`src/rtl/exe_muldiv.sv`:
```
// RV32M multiply/divide unit: radix-2 shift-add multiply and restoring divide on operand
// magnitudes, with one-cycle shortcuts for divide-by-zero, signed overflow and optional fast multiply.
module exe_muldiv #(
  parameter int DATA_WIDTH  = 32,
  parameter int RADDR_WIDTH = 5,
  parameter bit FAST_MUL    = 1'b0
) (
  input  logic                   clk_i,
  input  logic                   rst_n_i,
  input  logic                   start_i,
  input  logic [2:0]             op_i,
  input  logic [DATA_WIDTH-1:0]  op1_i,
  input  logic [DATA_WIDTH-1:0]  op2_i,
  input  logic [RADDR_WIDTH-1:0] reg_waddr_i,
  input  logic                   flush_i,
  output logic                   busy_o,
  output logic                   stallreq_o,
  output logic                   valid_o,
  output logic [DATA_WIDTH-1:0]  result_o,
  output logic [RADDR_WIDTH-1:0] reg_waddr_o,
  output logic                   reg_we_o
);
  localparam int W  = DATA_WIDTH;
  localparam int CW = $clog2(W + 1);
  localparam logic [CW-1:0] CNT_INIT = CW'(W);
  localparam logic [CW-1:0] CNT_LAST = CW'(1);
  localparam logic [W-1:0]  INT_MIN  = {1'b1, {(W-1){1'b0}}};

  typedef enum logic [1:0] {IDLE = 2'd0, CALC = 2'd1, DONE = 2'd2} state_e;

  state_e                 state_q, state_d;
  logic [2:0]             op_q;
  logic                   neg_q;
  logic [W-1:0]           magB_q;
  logic [W-1:0]           hi_q, lo_q;
  logic [W-1:0]           result_q;
  logic [CW-1:0]          cnt_q;
  logic [RADDR_WIDTH-1:0] waddr_q, waddrOut_q;

  logic           isDiv, op1Signed, op2Signed, sign1, sign2;
  logic           divZero, divOvf, fastMul, special, accept, negStart;
  logic [W-1:0]   mag1, mag2, specialRes;
  logic [2*W-1:0] fastProd;

  logic [W:0]     addSum, remShift, diff;
  logic [W-1:0]   hiNext, loNext, divVal, calcRes;

  // Apply sign to a 2W-bit magnitude product and pick the low word (MUL) or high word.
  function automatic logic [W-1:0] mulSelect(input logic [1:0] sel, input logic neg,
                                             input logic [2*W-1:0] prod);
    logic [2*W-1:0] p;
    p = neg ? -prod : prod;
    return (sel == 2'b00) ? p[W-1:0] : p[2*W-1:W];
  endfunction

  always_comb begin
    isDiv     = op_i[2];
    op1Signed = isDiv ? !op_i[0] : (op_i[1:0] != 2'b11);
    op2Signed = isDiv ? !op_i[0] : !op_i[1];
    sign1     = op1Signed & op1_i[W-1];
    sign2     = op2Signed & op2_i[W-1];
    mag1      = sign1 ? -op1_i : op1_i;
    mag2      = sign2 ? -op2_i : op2_i;
    negStart  = (isDiv & op_i[1]) ? sign1 : (sign1 ^ sign2);
    divZero   = isDiv & (op2_i == {W{1'b0}});
    divOvf    = isDiv & !op_i[0] & (op1_i == INT_MIN) & (op2_i == {W{1'b1}});
    fastMul   = FAST_MUL & !isDiv;
    special   = divZero | divOvf | fastMul;
    accept    = (state_q == IDLE) & start_i & !flush_i;
    fastProd  = {{W{1'b0}}, mag1} * {{W{1'b0}}, mag2};
    if (divZero) begin
      specialRes = op_i[1] ? op1_i : {W{1'b1}};
    end else if (divOvf) begin
      specialRes = op_i[1] ? {W{1'b0}} : op1_i;
    end else begin
      specialRes = mulSelect(op_i[1:0], sign1 ^ sign2, fastProd);
    end
  end

  // hi/lo hold the running product, or the partial remainder and the quotient shifting in.
  always_comb begin
    addSum   = {1'b0, hi_q} + {1'b0, (lo_q[0] ? magB_q : {W{1'b0}})};
    remShift = {hi_q, lo_q[W-1]};
    diff     = remShift - {1'b0, magB_q};
    if (op_q[2]) begin
      hiNext = diff[W] ? remShift[W-1:0] : diff[W-1:0];
      loNext = {lo_q[W-2:0], !diff[W]};
    end else begin
      hiNext = addSum[W:1];
      loNext = {addSum[0], lo_q[W-1:1]};
    end
    divVal  = op_q[1] ? hiNext : loNext;
    calcRes = op_q[2] ? (neg_q ? -divVal : divVal)
                      : mulSelect(op_q[1:0], neg_q, {hiNext, loNext});
  end

  always_ff @(posedge clk_i or negedge rst_n_i) begin
    if (!rst_n_i) begin
      state_q <= IDLE;
    end else begin
      state_q <= state_d;
    end
  end

  always_comb begin
    state_d = state_q;
    case (state_q)
      IDLE: if (accept) state_d = special ? DONE : CALC;
      CALC: begin
        if (flush_i) begin
          state_d = IDLE;
        end else if (cnt_q == CNT_LAST) begin
          state_d = DONE;
        end
      end
      DONE:    state_d = IDLE;
      default: state_d = IDLE;
    endcase
  end

  // A flush arriving in DONE kills the pulse, so the valid path is not purely registered.
  always_comb begin
    busy_o     = (state_q != IDLE);
    stallreq_o = rst_n_i & (accept | (state_q == CALC));
    valid_o    = (state_q == DONE) & !flush_i;
    reg_we_o   = valid_o;
  end

  always_ff @(posedge clk_i or negedge rst_n_i) begin
    if (!rst_n_i) begin
      op_q       <= 3'b000;
      neg_q      <= 1'b0;
      magB_q     <= {W{1'b0}};
      hi_q       <= {W{1'b0}};
      lo_q       <= {W{1'b0}};
      cnt_q      <= {CW{1'b0}};
      waddr_q    <= {RADDR_WIDTH{1'b0}};
      waddrOut_q <= {RADDR_WIDTH{1'b0}};
      result_q   <= {W{1'b0}};
    end else if (accept) begin
      op_q    <= op_i;
      neg_q   <= negStart;
      magB_q  <= mag2;
      hi_q    <= {W{1'b0}};
      lo_q    <= mag1;
      cnt_q   <= CNT_INIT;
      waddr_q <= reg_waddr_i;
      if (special) begin
        result_q   <= specialRes;
        waddrOut_q <= reg_waddr_i;
      end
    end else if ((state_q == CALC) && !flush_i) begin
      hi_q  <= hiNext;
      lo_q  <= loNext;
      cnt_q <= cnt_q - CNT_LAST;
      if (cnt_q == CNT_LAST) begin
        result_q   <= calcRes;
        waddrOut_q <= waddr_q;
      end
    end
  end

  assign result_o    = result_q;
  assign reg_waddr_o = waddrOut_q;

endmodule

```
`config.mk`:
```
export PLATFORM = sky130hd
export DESIGN_NAME = exe_muldiv
export DESIGN_NICKNAME = d
export VERILOG_FILES = /design/src/rtl/exe_muldiv.sv
export SDC_FILE = /design/constraint.sdc
export NUM_CORES = 2
export LEC_CHECK = 0
export CORE_MARGIN = 2
export CORE_UTILIZATION = 35
export DETAILED_ROUTE_END_ITERATION = 16
export HOLD_SLACK_MARGIN = 0.06
export PLACE_DENSITY = 0.52
export SETUP_SLACK_MARGIN = 0.2
export SLEW_MARGIN = 10
export SYNTH_ARGS = -nofsm -noshare
export SYNTH_HDL_FRONTEND = slang
export SYNTH_SLANG_ARGS = --single-unit
```
`constraint.sdc`:
```
create_clock -name clk_i -period 13.94 [get_ports clk_i]
set_clock_uncertainty 0.1 [all_clocks]
set_input_delay 3.485 -clock clk_i [delete_from_list [all_inputs] [get_ports clk_i]]
set_output_delay 3.485 -clock clk_i [all_outputs]
set_load 0.02 [all_outputs]
```
==> impl_metrics.tcl <==
set metrics [dict create \
    clkTransAtPathRegs_ps 80 \
    fp.dieH_um 384.2 \
    synth.avg_cell_area_um2 7.997 \
    yosys.area_share.simple_pct 19.65 \
    critPathMostFrequentCell "buf_4" \
    synth.area.mux_share_pct 2.104 \
    dieWidth_um 384.2 \
    core_area_um2 143500 \
    grt_pass1_wl_um 343300 \
    max-slew-margin-rel_pct 15.25 \
    final_core_utilization_pct 44.43 \
    yosysUniqueCellTypes 96 \
    ys_dominant_reg_cell "dfrtp_1" \
    ant_nets_after_route 0 \
    dr_total_vias 49780 \
    gr-total-overflow 0 \
    h-tree-depth 4 \
    fillers 14500 \
    worstSkewPairLatency_ps 500 \
    final-hold-violation-count 0 \
    synth-async-reset-ratio_pct 100.0 \
    layout-area-overhead-vs-synth_pct 25.98 \
    final_max_slew_viol_count 0 \
    post-route-drc-count 0 \
    timing.critical_path.max_delay_family "adder cells" \
    synth.ff_latch_count 150 \
    tritoncts.num_buffers 17 \
    setup_repair_after_global_routing_missed_its_margin "false" \
    io-pin-count 117 \
    largest_family_of_logic_cells_by_synthesized_area "adder cells" \
    worstPathArrival_ps 13720 \
    max_freq_ghz 0.07423 \
    grt_pass1_vias 51430 \
    drv_cap 0 \
    ctsRootBufferMaster "clkbuf_16" \
    layout.nets 8352 \
    cts.sink_count 150 \
    detailedRoute.firstIterationViolations 4759 \
    ys_seq_area_share_pct 7.418 \
    worst_ep_required_time_ps 14190 \
    clock_path_buffers 2 \
    wirelength_um 234200 \
    synth-compound-area-share_pct 13.73 \
    place.detailed.hpwl_um 198300 \
    synth-adder-area-share_pct 42.90 \
    pre_cts_slack_ps -779.4 \
    gpl.final_weighted_congestion 0.9974 \
    drt_first_pass_iters 6 \
    syn-instance-count 6327 \
    cell_area_after_synthesis_um2 50600 \
    fp.dieArea_um2 147600 \
    cts_hold_buf 0 \
    port_buffers 116 \
    crit_slowest_cell "fa_1" \
    synth-edff-count 0 \
    setup_ws_ps 468.0 \
    grt_util_all_layers_pct 31.74 \
    avgViaCountPerCell 5.532 \
    hold_path_class "reg -> reg" \
    synthesis.nets 7602 \
    fin_crit_sh_pct 96.64 \
    worst_setup_path_start_kind "input pin" \
    floorplan.initialDensity_pct 35.26 \
    detail_route.wl_per_cell_um 26.03 \
    cp-end-kind "flip-flop" \
    xor_xnor_share_of_the_synthesized_area_pct 4.241 \
    yosysWarnings 0 \
    antenna_found_initial 11 \
    grt_start_max_net_pins 77 \
    drive_gt1_share_pct 19.17 \
    timing.critical_path.buf_inv 16 \
    fin_crit_ps 13470 \
    crit_path_max_incr_delay_ps 550 \
    critical_path.max_fanout 16 \
    worst_slew_pin_slew_ps 1239 \
    clock_tree_from_tritoncts "done" \
    run_status "finished, final reports clean" \
    setup.worst_path.class "in -> reg" \
    num_rows 139 \
    setup_viol 0 \
]
[tightest hold or removal path, cell delays in order (launching register included)]
cell and delay (ps):
dfrtp_1 330, nand2_1 40, nand2_1 70
[flip-flops by register name (all words and copies together) (netlist names)]
register / cells
cnt_q: 6
hi_q: 32
lo_q: 32
magB_q: 32
neg_q: 1
op_q: 3
reg_waddr_o: 5
result_o: 32
state_q: 2
waddr_q: 5
[synthesized netlist by cell type (109+ instances only)]
cell type	count	area (µm²)
o21ai_0	272	1361
ha_1	306	3829
inv_1	965	3622
xnor2_1	133	1165
nand2_1	842	3161
nor3_1	109	545.5
nor2_1	800	3003
clkbuf_1	320	1201
dfrtp_1	150	3754
xor2_1	112	980.9
fa_1	893	17880
a21oi_1	250	1251
[kinds of logic (layout without fill, tap and decap cells)]
group                      after synthesis  count (layout)
DFF                                    150             150
and+or+nand+nor                       2247            2247
other                                    0               5
muxes                                  101             101
AOI/OAI and AO/OA                     1059            1059
xor gates and xnor gates               245             245
adders and majority gates             1199            1199
buffers and inverters                 1326            2089
[layer usage]
layer	global-route usage [%]	part of all wire [%]	vias to the layer above
met5	0	0.022	-
met4	16.64	6.4	8
met3	4.995	7.0	532
met2	52.33	47	2142
met1	40.03	40	25160
li1	-	-	21940
[timing repair]
item,4_1_cts,5_1_grt
gates resized for setup,47,248
pin swaps,11,126
endpoints found under the setup margin,15,15
hold endpoints to repair,0,0
buffers inserted,5,55
gates cloned,0,3
[placed cells by master, fill, tap and decap left out, types with 30 or more instances in the layout]
master / synthesis / layout
and3_1: 34 / 32
xnor2_1: 133 / 84
a211oi_1: 38 / 33
xor2_2: 0 / 32
dfrtp_1: 150 / 147
buf_6: 4 / 34
nor2_1: 800 / 786
a31oi_1: 44 / 40
nand2b_1: 33 / 32
a21o_1: 53 / 53
mux2_2: 31 / 31
and2_1: 76 / 73
xor2_1: 112 / 71
nor4_1: 40 / 30
fa_1: 893 / 883
or3_1: 33 / 30
inv_1: 965 / 957
xnor2_2: 0 / 41
nand2_1: 842 / 830
a21oi_2: 0 / 32
a21oi_1: 250 / 218
clkdlybuf4s50_1: 0 / 103
nand3_1: 77 / 69
buf_4: 1 / 854
o211ai_1: 52 / 52
nor3_1: 109 / 96
o21ai_0: 272 / 249
ha_1: 306 / 286
nand4_1: 67 / 67
buf_12: 0 / 82
mux2i_1: 67 / 67
o221ai_1: 31 / 31
[final cells by class]
type | instances | area [µm²] | area share (%)
Clock buffer | 18 | 429.2 | 0.6733
Multi-Input combinational cell | 4851 | 43660 | 68.50
Tap cell | 1903 | 2381 | 3.735
Sequential cell | 150 | 3760 | 5.899
Inverter | 967 | 3635 | 5.702
Antenna cell | 5 | 12.51 | 0.01963
Clock inverter | 14 | 181.4 | 0.2846
Timing Repair Buffer | 1090 | 9682 | 15.19
[worst paths after layout]
check | cells past startpoint | endpoint | from | slack [ps]
setup / recovery | 43 | result_o[10] | op_i[2] | 470
hold / removal | 2 | waddr_q[1] | waddr_q[1] | 370
setup reg to reg | 25 | result_o[20] | lo_q[31] | 5350
hold reg to reg | 2 | waddr_q[1] | waddr_q[1] | 370
max in group asynchronous | 2 | op_q[1] | rst_n_i | 9640
min in group asynchronous | 1 | hi_q[28] | rst_n_i | 2820
[stage by stage]
stage / TNS [ps] / hold slack [ps] / instances / area (µm²)
6_report: 0 / 374.2 / 8998 / 63740
5_1_grt: 0 / 408.4 / 8993 / 63730
4_1_cts: 0 / 376.1 / 8935 / 62200
3_5_place_dp: -7698 / 355.4 / 8898 / 61280
3_3_place_gp: -7029 / 347.3 / 8898 / 61280
2_1_floorplan: 0 / 335.8 / 6327 / 50670
Power is not shown: default switching activity piles up to over one toggle a cycle in this logic, so the estimate is an artifact.
